### src/rtl/serial_tx.sv
// Framed serial transmitter: start bit, DATA_W data bits LSB first, even parity, stop bit.
// Each frame bit is held for CLKS_PER_BIT clocks; all outputs are registered.
module serial_tx #(
    parameter int DATA_W       = 8,
    parameter int CLKS_PER_BIT = 4
) (
    input  logic              clk,
    input  logic              reset,
    input  logic              valid_i,
    input  logic [DATA_W-1:0] data_i,
    output logic              ready_o,
    output logic              tx_o,
    output logic              busy_o
);

    localparam int CW = (CLKS_PER_BIT > 1) ? $clog2(CLKS_PER_BIT) : 1;
    localparam int BW = (DATA_W > 1) ? $clog2(DATA_W) : 1;
    localparam logic [CW-1:0] CNT_MAX = CW'(CLKS_PER_BIT - 1);
    localparam logic [BW-1:0] BIT_MAX = BW'(DATA_W - 1);

    localparam logic [2:0] IDLE   = 3'd0;
    localparam logic [2:0] START  = 3'd1;
    localparam logic [2:0] DATA   = 3'd2;
    localparam logic [2:0] PARITY = 3'd3;
    localparam logic [2:0] STOP   = 3'd4;

    logic [2:0]        state;
    logic [CW-1:0]     baud_cnt;
    logic [BW-1:0]     bit_cnt;
    logic [DATA_W-1:0] shreg;
    logic [DATA_W-1:0] sh_next;
    logic              parity;
    logic              bit_done;

    assign bit_done = (baud_cnt == CNT_MAX);
    // Shift via a full-width vector so DATA_W=1 never indexes past bit 0.
    assign sh_next  = shreg >> 1;

    always_ff @(posedge clk) begin
        if (reset) begin
            state    <= IDLE;
            baud_cnt <= '0;
            bit_cnt  <= '0;
            shreg    <= '0;
            parity   <= 1'b0;
            tx_o     <= 1'b1;
            ready_o  <= 1'b1;
            busy_o   <= 1'b0;
        end else begin
            case (state)
                IDLE: begin
                    if (valid_i) begin
                        shreg    <= data_i;
                        parity   <= ^data_i;
                        baud_cnt <= '0;
                        bit_cnt  <= '0;
                        state    <= START;
                        tx_o     <= 1'b0;
                        ready_o  <= 1'b0;
                        busy_o   <= 1'b1;
                    end
                end
                START: begin
                    if (bit_done) begin
                        baud_cnt <= '0;
                        state    <= DATA;
                        tx_o     <= shreg[0];
                    end else begin
                        baud_cnt <= baud_cnt + 1'b1;
                    end
                end
                DATA: begin
                    if (bit_done) begin
                        baud_cnt <= '0;
                        if (bit_cnt == BIT_MAX) begin
                            state <= PARITY;
                            tx_o  <= parity;
                        end else begin
                            bit_cnt <= bit_cnt + 1'b1;
                            shreg   <= sh_next;
                            tx_o    <= sh_next[0];
                        end
                    end else begin
                        baud_cnt <= baud_cnt + 1'b1;
                    end
                end
                PARITY: begin
                    if (bit_done) begin
                        baud_cnt <= '0;
                        state    <= STOP;
                        tx_o     <= 1'b1;
                    end else begin
                        baud_cnt <= baud_cnt + 1'b1;
                    end
                end
                STOP: begin
                    if (bit_done) begin
                        baud_cnt <= '0;
                        bit_cnt  <= '0;
                        state    <= IDLE;
                        tx_o     <= 1'b1;
                        ready_o  <= 1'b1;
                        busy_o   <= 1'b0;
                    end else begin
                        baud_cnt <= baud_cnt + 1'b1;
                    end
                end
                default: begin
                    state    <= IDLE;
                    baud_cnt <= '0;
                    bit_cnt  <= '0;
                    tx_o     <= 1'b1;
                    ready_o  <= 1'b1;
                    busy_o   <= 1'b0;
                end
            endcase
        end
    end

endmodule

### config.mk
export PLATFORM = sky130hd
export DESIGN_NAME = serial_tx
export DESIGN_NICKNAME = d
export VERILOG_FILES = /design/src/rtl/serial_tx.sv
export SDC_FILE = /design/constraint.sdc
export NUM_CORES = 1
export LEC_CHECK = 0
export CAP_MARGIN = 20
export CORE_MARGIN = 3
export CORE_UTILIZATION = 40
export DETAILED_ROUTE_END_ITERATION = 16
export MAX_ROUTING_LAYER = met4
export SYNTH_ARGS = -nofsm -noshare
export SYNTH_HDL_FRONTEND = slang
export SYNTH_SLANG_ARGS = --single-unit
### constraint.sdc
create_clock -name clk -period 4.4 [get_ports clk]
set_clock_uncertainty 0.1 [all_clocks]
set_input_delay 1.32 -clock clk [delete_from_list [all_inputs] [get_ports clk]]
set_output_delay 1.32 -clock clk [all_outputs]
set_load 0.02 [all_outputs]
Word level (Yosys, flattened, before mapping)
Index checks and enable logic that the tools add are counted.
Operators by class
  add/sub/neg operators: 2
  multiply operators: 0
  div/mod/pow operators: 0
  $lt $le $gt $ge: 0
  equal/unequal tests: 14
  shifts and indexed selects: 0
  multiplexer cells: 28
  bitwise gates (word level): 2
  reductions and logical operators: 13
Operators by type and width (count)
  two-way mux 3 bit: 9
  two-way mux 8 bit: 3
  case mux 8 bit (2 select lines): 1
  case mux 3 bit (5 select lines): 1
  inequality test 2 bit, second input constant: 7
  case mux 3 bit (4 select lines): 1
  AND reduction 4 bit: 2
  XOR reduction 8 bit: 1
  two-way mux 1 bit: 7
  equality test 3 x 2 -> 1 bit, second input constant: 2
  equality test 3 bit, second input constant: 2
  case mux 1 bit (3 select lines): 2
  AND reduction 6 bit: 1
  AND reduction 5 bit: 1
  two-way mux 2 bit: 2
  case mux 1 bit (4 select lines): 1
  case mux 2 bit (2 select lines): 1
  OR reduction 2 bit: 2
  OR reduction 4 bit: 1
  adder 3 x 1 -> 3 bit, second input constant: 1
  equality test 3 x 1 -> 1 bit, second input constant: 1
  logical NOT 3 bit: 1
  AND reduction 3 bit: 1
  OR reduction 3 bit: 1
  6 further kinds: 7
Storage, ports and cells
  register bits after elaboration: 20
  bits in latches: 0
  bits in writable memories: 0
  ROM bits: 0
  output and inout port bits: 3
  word-level logic and storage cells: 67
  memories: 0

Longest topological paths before layout
Gate-level depths: netlist (run 1).
  depth after elaboration: 4
  depth in mapped cells: 7
  mapped depth without buffers: 6

Least setup slack after synthesis (run 1)
No wires, ideal clock.
  path kind: input to register
  start: in valid_i
  end: reg bit_cnt[0]
  setup time: 0.128 ns
  arrival time: 2.126 ns
  data required time: 4.172 ns
  slack: 2.046 ns
  stages on the path: 4
  cell sequence: nor4b_2 nand4b_1 mux2i_1 nor2_1
On the way
  cells in the longest elaborated chain, start to end: 2
RTL lines
  from (decl): RTL line 9  | input logic valid_i,
  inequality test 2 bit (no source line)
  AND reduction 5 bit (no source line)
  to (signal assigned): RTL line 79  | bit_cnt <= bit_cnt + 1'b1;
  to (decl): RTL line 29  | logic [BW-1:0] bit_cnt;
Every way passes these cells.
A chain may end at the register's enable or synchronous reset.

Worst setup path in the final report (run 1)
Ends and elaborated chain as after synthesis.

==> summary by stage, run 1 <==
Logic synthesis
Yosys printed 0 warnings. For this run, the leading register cell type out of synthesis is dfxtp_1. By area the synthesized netlist is led by dfxtp_1 (36%), mux2i_1 (9.1%), xnor2_1 (5.5%).

The number of nets in the synthesized netlist is 131. The average cell area after synthesis is 9.44 sq um. The cell taking the most area after synthesis is dfxtp_1. The distinct cell type count of the synthesized netlist is 38. The number of flops mapped to enable cells by yosys is 0. The instance count of the mapped netlist is 117. The number of synthesized register bits is 20. After synthesis the cells add up to 1100 sq um. Counting flops with an async set or reset pin after synthesis yields a share of 0%. Sequential cells were found to cover 36.2% of the synthesized design area.

The portion of synthesized cell area occupied by the leading cell type is 36.2%.

Cells and area
The area added between synthesis and finish is 15.7%. The number of diodes added for antenna fixing is 0. The post-route non-filler standard cell count is 156. The final instance area is 1280 sq um.

Counting the fill cells in the layout gives 265. The footprint of the multi-input gates is 647 sq um. The share of final-layout standard cells stronger than drive strength 1 is 12.7%. The net count of the finished layout is 141. The total area of sequential cells is 400 sq um.

Global routing
For this run, the total global-route usage over all layers was measured as 14.7%. Entering global routing, the biggest net connects 21 pins. The number of global-route vias before repair is 865. The leftover overflow at the end of global routing is 0. The global-route wire length before repair is 3740 microns. The initial antenna violation count was 0.

Floorplan
14 I/O pins were placed. The standard cell core area is 2540 sq um. Once the floorplan was initialized, standard cells occupied 43.4% of the core. The total number of placement rows is 18.

In this run the vertical extent of the chip is 58.6 microns. The die covers 3430 sq um. The die width is 58.6 microns.

Detailed routing
The routed via count divided by cell count is 5.39. After detailed routing, the average wire length per cell comes to 13.1 microns. The final route contains 841 vias. For this block, the routed nets add up to 2050 microns of wire. The post-detailed-route DRC marker count is 0. The first detailed-routing pass took 3 iterations. In this run, the number of DRC markers left after iteration 0 of detailed routing was 25. The count of nets left with antenna violations once routing finished came out at 0.

Power and ir drop
In this run the static leakage power is 0.461 nW. In this run switching power makes up 23.7% of total power. Registers are responsible for 47.9% of the overall power. The internal power of the cells totals 0.000320 W.

The clock network accounts for 36.2% of the total power. The proportion of power drawn by combinational gates is 15.9%. Across the VDD grid, the largest voltage drop is 0.195 mV. Power spread over the standard cell area amounts to 328 nW/um^2. The switching power total is 0.0000993 W.

Clocking
Hold repair after CTS inserted 0 buffers. CTS saw 20 sinks. In this run the post-CTS setup repair buffer count came out at 0. The root buffer selected by CTS is clkbuf_4. The number of clock buffers added by TritonCTS is 3. For the worst-skew pair, the clock arrives at the later sink with an insertion delay of 310 ps. The CTS tree is yes. Once the clock tree was built, the resizer swapped 0 gates to a different size. The CTS H-tree depth is 1. The worst-case clock buffer depth is 2.

The post-CTS clock slew at the launch and capture registers of the worst setup and hold paths is 120 ps.

STA
After layout, the worst path uses 64.3% of the clock period. The upper clock frequency limit is 353 MHz. Hold is met by 384 ps.

Adding up every negative setup slack in the final design gives 0 ps. The post-route minimum period is 2830 ps. Setup repair after global routing left no endpoint under its margin.

The final hold violation count is 0. Setup violations remaining at the end of the flow were counted as 0. At the pin with the least slew margin, the transition time is 934 ps. The worst slew margin relative to its limit is 37.4%. The number of max-slew violations in the final report is 0.

Critical path
The critical setup path kind is input pin to register. The arrival time at the worst endpoint is 2910 ps. The endpoint type of the worst setup path is a register.

In this run the worst path has a maximum fanout of 6. The worst setup path is launched from an input pin. The critical path required time is 4480 ps.

Placement
Including well taps, the total number of placed cells is 152. Routability-driven placement finished with a final weighted congestion of 0.784. The total placed instance area is 1230 sq um. The half-perimeter wire length of the detailed placement result is 1450 microns. Input and output buffers added on the ports amount to 13.

Worst hold path
The path class of the tightest hold or removal check is register to register.

Job
Across the run, the number of max-cap violations was 0.

Run status
The flow ran to the end, and the final reports show no timing, DRC or antenna violations.
final timing paths:
kind	endpoint	slack, ps	start	depth (start not counted)
min reg2reg	shreg[7]	380	shreg[7]	2
min	shreg[7]	380	shreg[7]	2
max reg2reg	shreg[5]	2250	state[1]	3
max	bit_cnt[0]	1570	valid_i	5
worst max-delay path, cell delays in order:
cell and delay (ps):
clkdlybuf4s50_1 520, nor4b_2 500, nand4b_1 280, mux2i_1 220, nor2_1 60
synthesized netlist by cell type, drive strengths merged, types with 3 or more instances:
master	number
xnor2	7
buf	5
nand2b	3
a211oi	9
mux2i	10
clkbuf	3
nor2	14
nand3	3
ha	3
dfxtp	20
inv	3
a21oi	7
nand2	4
or2	3
cells in the final DEF (no fill, tap or decap), types with 3 or more instances in the layout:
cell,Yosys,routed
a211oi_1,5,5
clkbuf_4,0,3
mux2i_1,10,10
a21oi_1,7,7
nand2b_1,3,3
dfxtp_1,20,20
or2_2,3,3
nand3_1,3,3
xnor2_1,7,7
nand2_1,4,4
nor2_1,14,14
clkdlybuf4s50_1,0,13
inv_1,3,3
ha_1,3,3
a211oi_2,3,3
per-stage QoR:
stage	total power [W]	util, %	worst slack [ps]
3_3_place_gp	0.000271	48.2	1230
5_1_grt	0.000440	50.2	1420
6_report	0.000420	50.2	1570
2_1_floorplan	0.000251	-	2050
4_1_cts	0.000426	50.2	1530
3_5_place_dp	0.000273	48.2	1190
layer usage:
layer / track usage (%) / vias to the layer above / share of wire (%) / wire (microns)
met2: 25.2 / 12 / 50 / 1030
li1: - / 437 / - / -
met4: 3.97 / 0 / 1.1 / 22
met5: - / - / 0 / 0
met1: 16.4 / 390 / 44 / 909
met3: 4.61 / 2 / 4.2 / 86
flip-flops by register name (all words and copies together), names as in the netlist:
signal / cells
busy_o: 1
tx_o: 1
baud_cnt: 2
state: 3
parity: 1
ready_o: 1
bit_cnt: 3
shreg: 8
power by group through the flow:
stage	Sequential [W]	Clock (W)	Combinational [W]
after floorplan	0.000205	0	0.0000458
after global placement	0.000205	0	0.0000663
after detailed placement	0.000205	0	0.0000672
after CTS	0.000201	0.000157	0.0000675
after global routing	0.000203	0.000164	0.0000735
final	0.000201	0.000152	0.0000666
area by class of cell:
cell class | count | share of cell area [%]
Multi-Input combinational cell | 86 | 50.6
Clock inverter | 1 | 2.35
Inverter | 3 | 0.881
Timing Repair Buffer | 13 | 10.2
Clock buffer | 3 | 1.76
Sequential cell | 20 | 31.3
Tap cell | 30 | 2.94
logic make-up (layout without fill, tap and decap cells):
family | Yosys count | after routing | synth area share, %
adder cells (fa/ha/maj) | 3 | 3 | 3.40
AND/OR/NAND/NOR | 38 | 38 | 20.0
flip-flops | 20 | 20 | 36.2
multiplexers | 11 | 11 | 10.1
XOR/XNOR | 8 | 8 | 6.34
buffers and inverters | 11 | 20 | 5.21
AO/OA/AOI/OAI | 26 | 26 | 18.7
(Power assumes the default switching activity.)
==> run 2: changes to the inputs <==
==> constraint.sdc (replaced) <==
create_clock -name clk -period 2.4 [get_ports clk]
set_clock_uncertainty 0.1 [all_clocks]
set_input_delay 0.72 -clock clk [delete_from_list [all_inputs] [get_ports clk]]
set_output_delay 0.72 -clock clk [all_outputs]
set_load 0.02 [all_outputs]
==> run 2 against run 1 <==
Net effect:
- combinational power up 95%
- register-to-register slack worse by 1800 ps
- largest cell class unchanged
- via count up 1.2%
- first-iteration DRC count up 140%
- power up 65%
- global-route usage down 0.30 points
==> summary by stage, run 2 (synthesis results as in run 1) <==
STA
The share of the cycle needed by the critical path after routing is 86.4%. Setup repair after global routing left no endpoint under its margin. The number of max-slew violations in the final report is 0. After layout, the worst setup slack is 327 ps. The final total negative setup slack is 0 ps. The final hold violation count was 0. In this run the tightest slew margin relative to its limit is 60.9%. Setup violations remaining at the end of the flow were counted as 0. The transition time of the tightest slew-check pin is 586 ps. Based on the critical path, the design can be clocked at up to 482 MHz.

The post-route minimum period is 2070 ps.

Critical path
The worst setup path is launched from a register. The slowest library cell on the worst path is clkdlybuf4s50_1. Along the worst path, the maximum fanout reaches 2. The source of the worst register-to-register timing path is bit_cnt[0]. The critical setup path kind is register to output port.

The cell family contributing the most delay on the critical path is buffers and inverters. The critical path required time is 1580 ps. Walking the worst path, the cells encountered are clkdlybuf4s50_1. The number of buffers and inverters on the critical path is 1. The number of cells traversed by the worst register-to-register path is 7. Across all register-to-register paths, the minimum setup slack is 500 ps. The reg-to-reg endpoint is shreg[0].

The endpoint type of the worst setup path is an output port. The maximum cell stage delay along the critical path is 610 ps. STA puts the critical path data arrival time at 1250 ps.

Clocking
The post-CTS setup repair buffer count is 0. After clock tree synthesis, the clock-pin slew on the worst setup and hold paths is 110 ps. The quantity of hold-fixing buffers added after cts is 0. The post-cts resize count is 0.

The root buffer selected by CTS is clkbuf_4. The worst-case clock buffer depth is 2. In this run, CTS created clock tree buffers numbering 3. The CTS H-tree depth is 1. The CTS tree is yes. The source-to-sink clock delay at the later pin of the worst-skew pair is 290 ps.

The number of clock sinks is 20.

Job
The tool flagged a number of max-cap violations equal to 0.

Cells and area
Fill cells in the final layout number 248. The register with the most flip-flops is shreg. Compared with the post-synthesis result, the final layout area differs by 18.1%.

The register with the most flip-flops in the layout has 8 of them. The largest registers in the layout are shreg x8, bit_cnt x3, state x3. The finished layout holds 160 standard cells, fillers aside. The share of the core filled with cells in the final layout is 51.3%. The net count of the finished layout is 145. The top cell types in the final layout, fill and taps aside, are dfxtp_1 (20), nor2_1 (14), clkdlybuf4s50_1 (13), mux2i_1 (10).

The number of diodes added for antenna fixing is 0. Cells with a size suffix above 1 make up 15.4% of the layout. The most frequent standard cell in the layout excluding fill and tap cells is dfxtp_1.

Global routing
The all-layer global routing usage is 14.4%. The number of global-route vias before repair is 863. The initial antenna violation count is 0.

Entering global routing, the biggest net connects 17 pins. The global-route wire length before repair is 3730 microns. The leftover overflow at the end of global routing is 0.

Power and ir drop
The standby leakage power is 0.479 nW. The internal power of the cells totals 0.000518 W. The relative contribution of sequential cells to total power is 53.2%. The largest voltage drop on the vdd net is 0.296 mV. The total power per unit cell area is 532 nW/um^2. The switching power total is 0.000176 W. In this run, the combinational gates consume 18.8% of the power.

The design draws 0.000694 W. The proportion of total power due to net switching is 25.4%. The fraction of power consumed by the clock network is 28.0%.

Worst hold path
The worst hold path was traced through 2 stages. The worst hold path begins at shreg[7]. In this run the worst hold path is classified as register to register. For hold timing, the worst endpoint is shreg[7].

Floorplan
The I/O pin count is 14. The total number of placement rows is 18. Measured along the y axis, the die boundary spans 58.6 microns. Once the floorplan was initialized, standard cells occupied 43.4% of the core. The die covers 3430 sq um.

In this run the horizontal extent of the chip is 58.6 microns. In this run the standard cell core region covers 2540 sq um.

Detailed routing
The highest metal layer carrying signal wires in the routed design is met4. The met2 wire length is 1040 microns. In this run the remaining antenna-violating nets after routing total 0. The total routed wire length on the met1 layer is 971 microns. The number of DRC violations after detailed-routing iteration 0 is 59. The met3 wirelength from detailed routing is 59 microns. The routed via count divided by cell count is 5.32. The post-detailed-route DRC marker count is 0. The final route contains 851 vias. The total wire length after detailed routing is 2090 microns. The first detailed-routing pass took 4 iterations. After detailed routing, the average wire length per cell comes to 13.1 microns.

Placement
The half-perimeter wire length of the detailed placement result is 1520 microns. The global placer's final weighted congestion is 0.754. Including well taps, the total number of placed cells is 156. The count of buffers added on input and output ports is 13. The worst setup timing slack at the placement stage is 89.0 ps.

Run status
The flow ran to the end, and the final reports show no timing, DRC or antenna violations.
-- run 2: changes by cell type in the layout (fill, tap and decap cells not counted) --
cell,previous run,this run
clkbuf_8,0,1
buf_12,0,1
buf_4,0,3
bufinv_16,1,0
-- run 2: power by group through the flow --
stage | Clock (W) | Sequential (W) | Combinational, W
2_1_floorplan | 0 | 0.000376 | 0.0000840
3_3_place_gp | 0 | 0.000376 | 0.000129
3_5_place_dp | 0 | 0.000377 | 0.000132
4_1_cts | 0.000206 | 0.000370 | 0.000133
5_1_grt | 0.000218 | 0.000373 | 0.000145
6_report | 0.000194 | 0.000369 | 0.000130
-- run 2: stage by stage --
stage                     cell area, sq um  hold WS, ps
after floorplan                       1100          346
after global placement                1270          363
after detailed placement              1270          370
after CTS                             1310          388
after global routing                  1310          421
final                                 1310          377
-- run 2: how the worst max path moves through the flow --
stage | startpoint | end | slack (ps) | cells after the start
2_1_floorplan | bit_cnt[0] | shreg[4] | 590 | 7
3_3_place_gp | valid_i | bit_cnt[2] | 150 | 5
3_5_place_dp | valid_i | bit_cnt[2] | 90 | 5
4_1_cts | tx_o | tx_o | 290 | 1
5_1_grt | tx_o | tx_o | 270 | 1
6_report | tx_o | tx_o | 330 | 1
-- run 2: layer usage --
layer	vias to the layer above	GRT usage, %
met2	8	24.2
met1	401	16.8
li1	440	-
met3	2	1.97
met5	-	-
met4	0	6.95
-- run 2: cell type report --
cell class	instances	area (sq um)	share of cell area, %
multi-input cells	86	647	49.6
flip-flops and latches	20	400	30.7
repair buffers	17	173	13.2
inverters	3	11.3	0.863
clock buffers	4	36.3	2.78
well taps	30	37.5	2.88
==> run 3: changes to the inputs <==
--- a/config.mk
+++ b/config.mk
@@ -9,6 +9,7 @@
 export CORE_MARGIN = 3
 export CORE_UTILIZATION = 40
 export DETAILED_ROUTE_END_ITERATION = 16
+export GPL_ROUTABILITY_DRIVEN = 0
 export MAX_ROUTING_LAYER = met4
 export SYNTH_ARGS = -nofsm -noshare
 export SYNTH_HDL_FRONTEND = slang
==> results of run 3 <==
The final DEF is identical to that of run 2; final timing and power are the same.
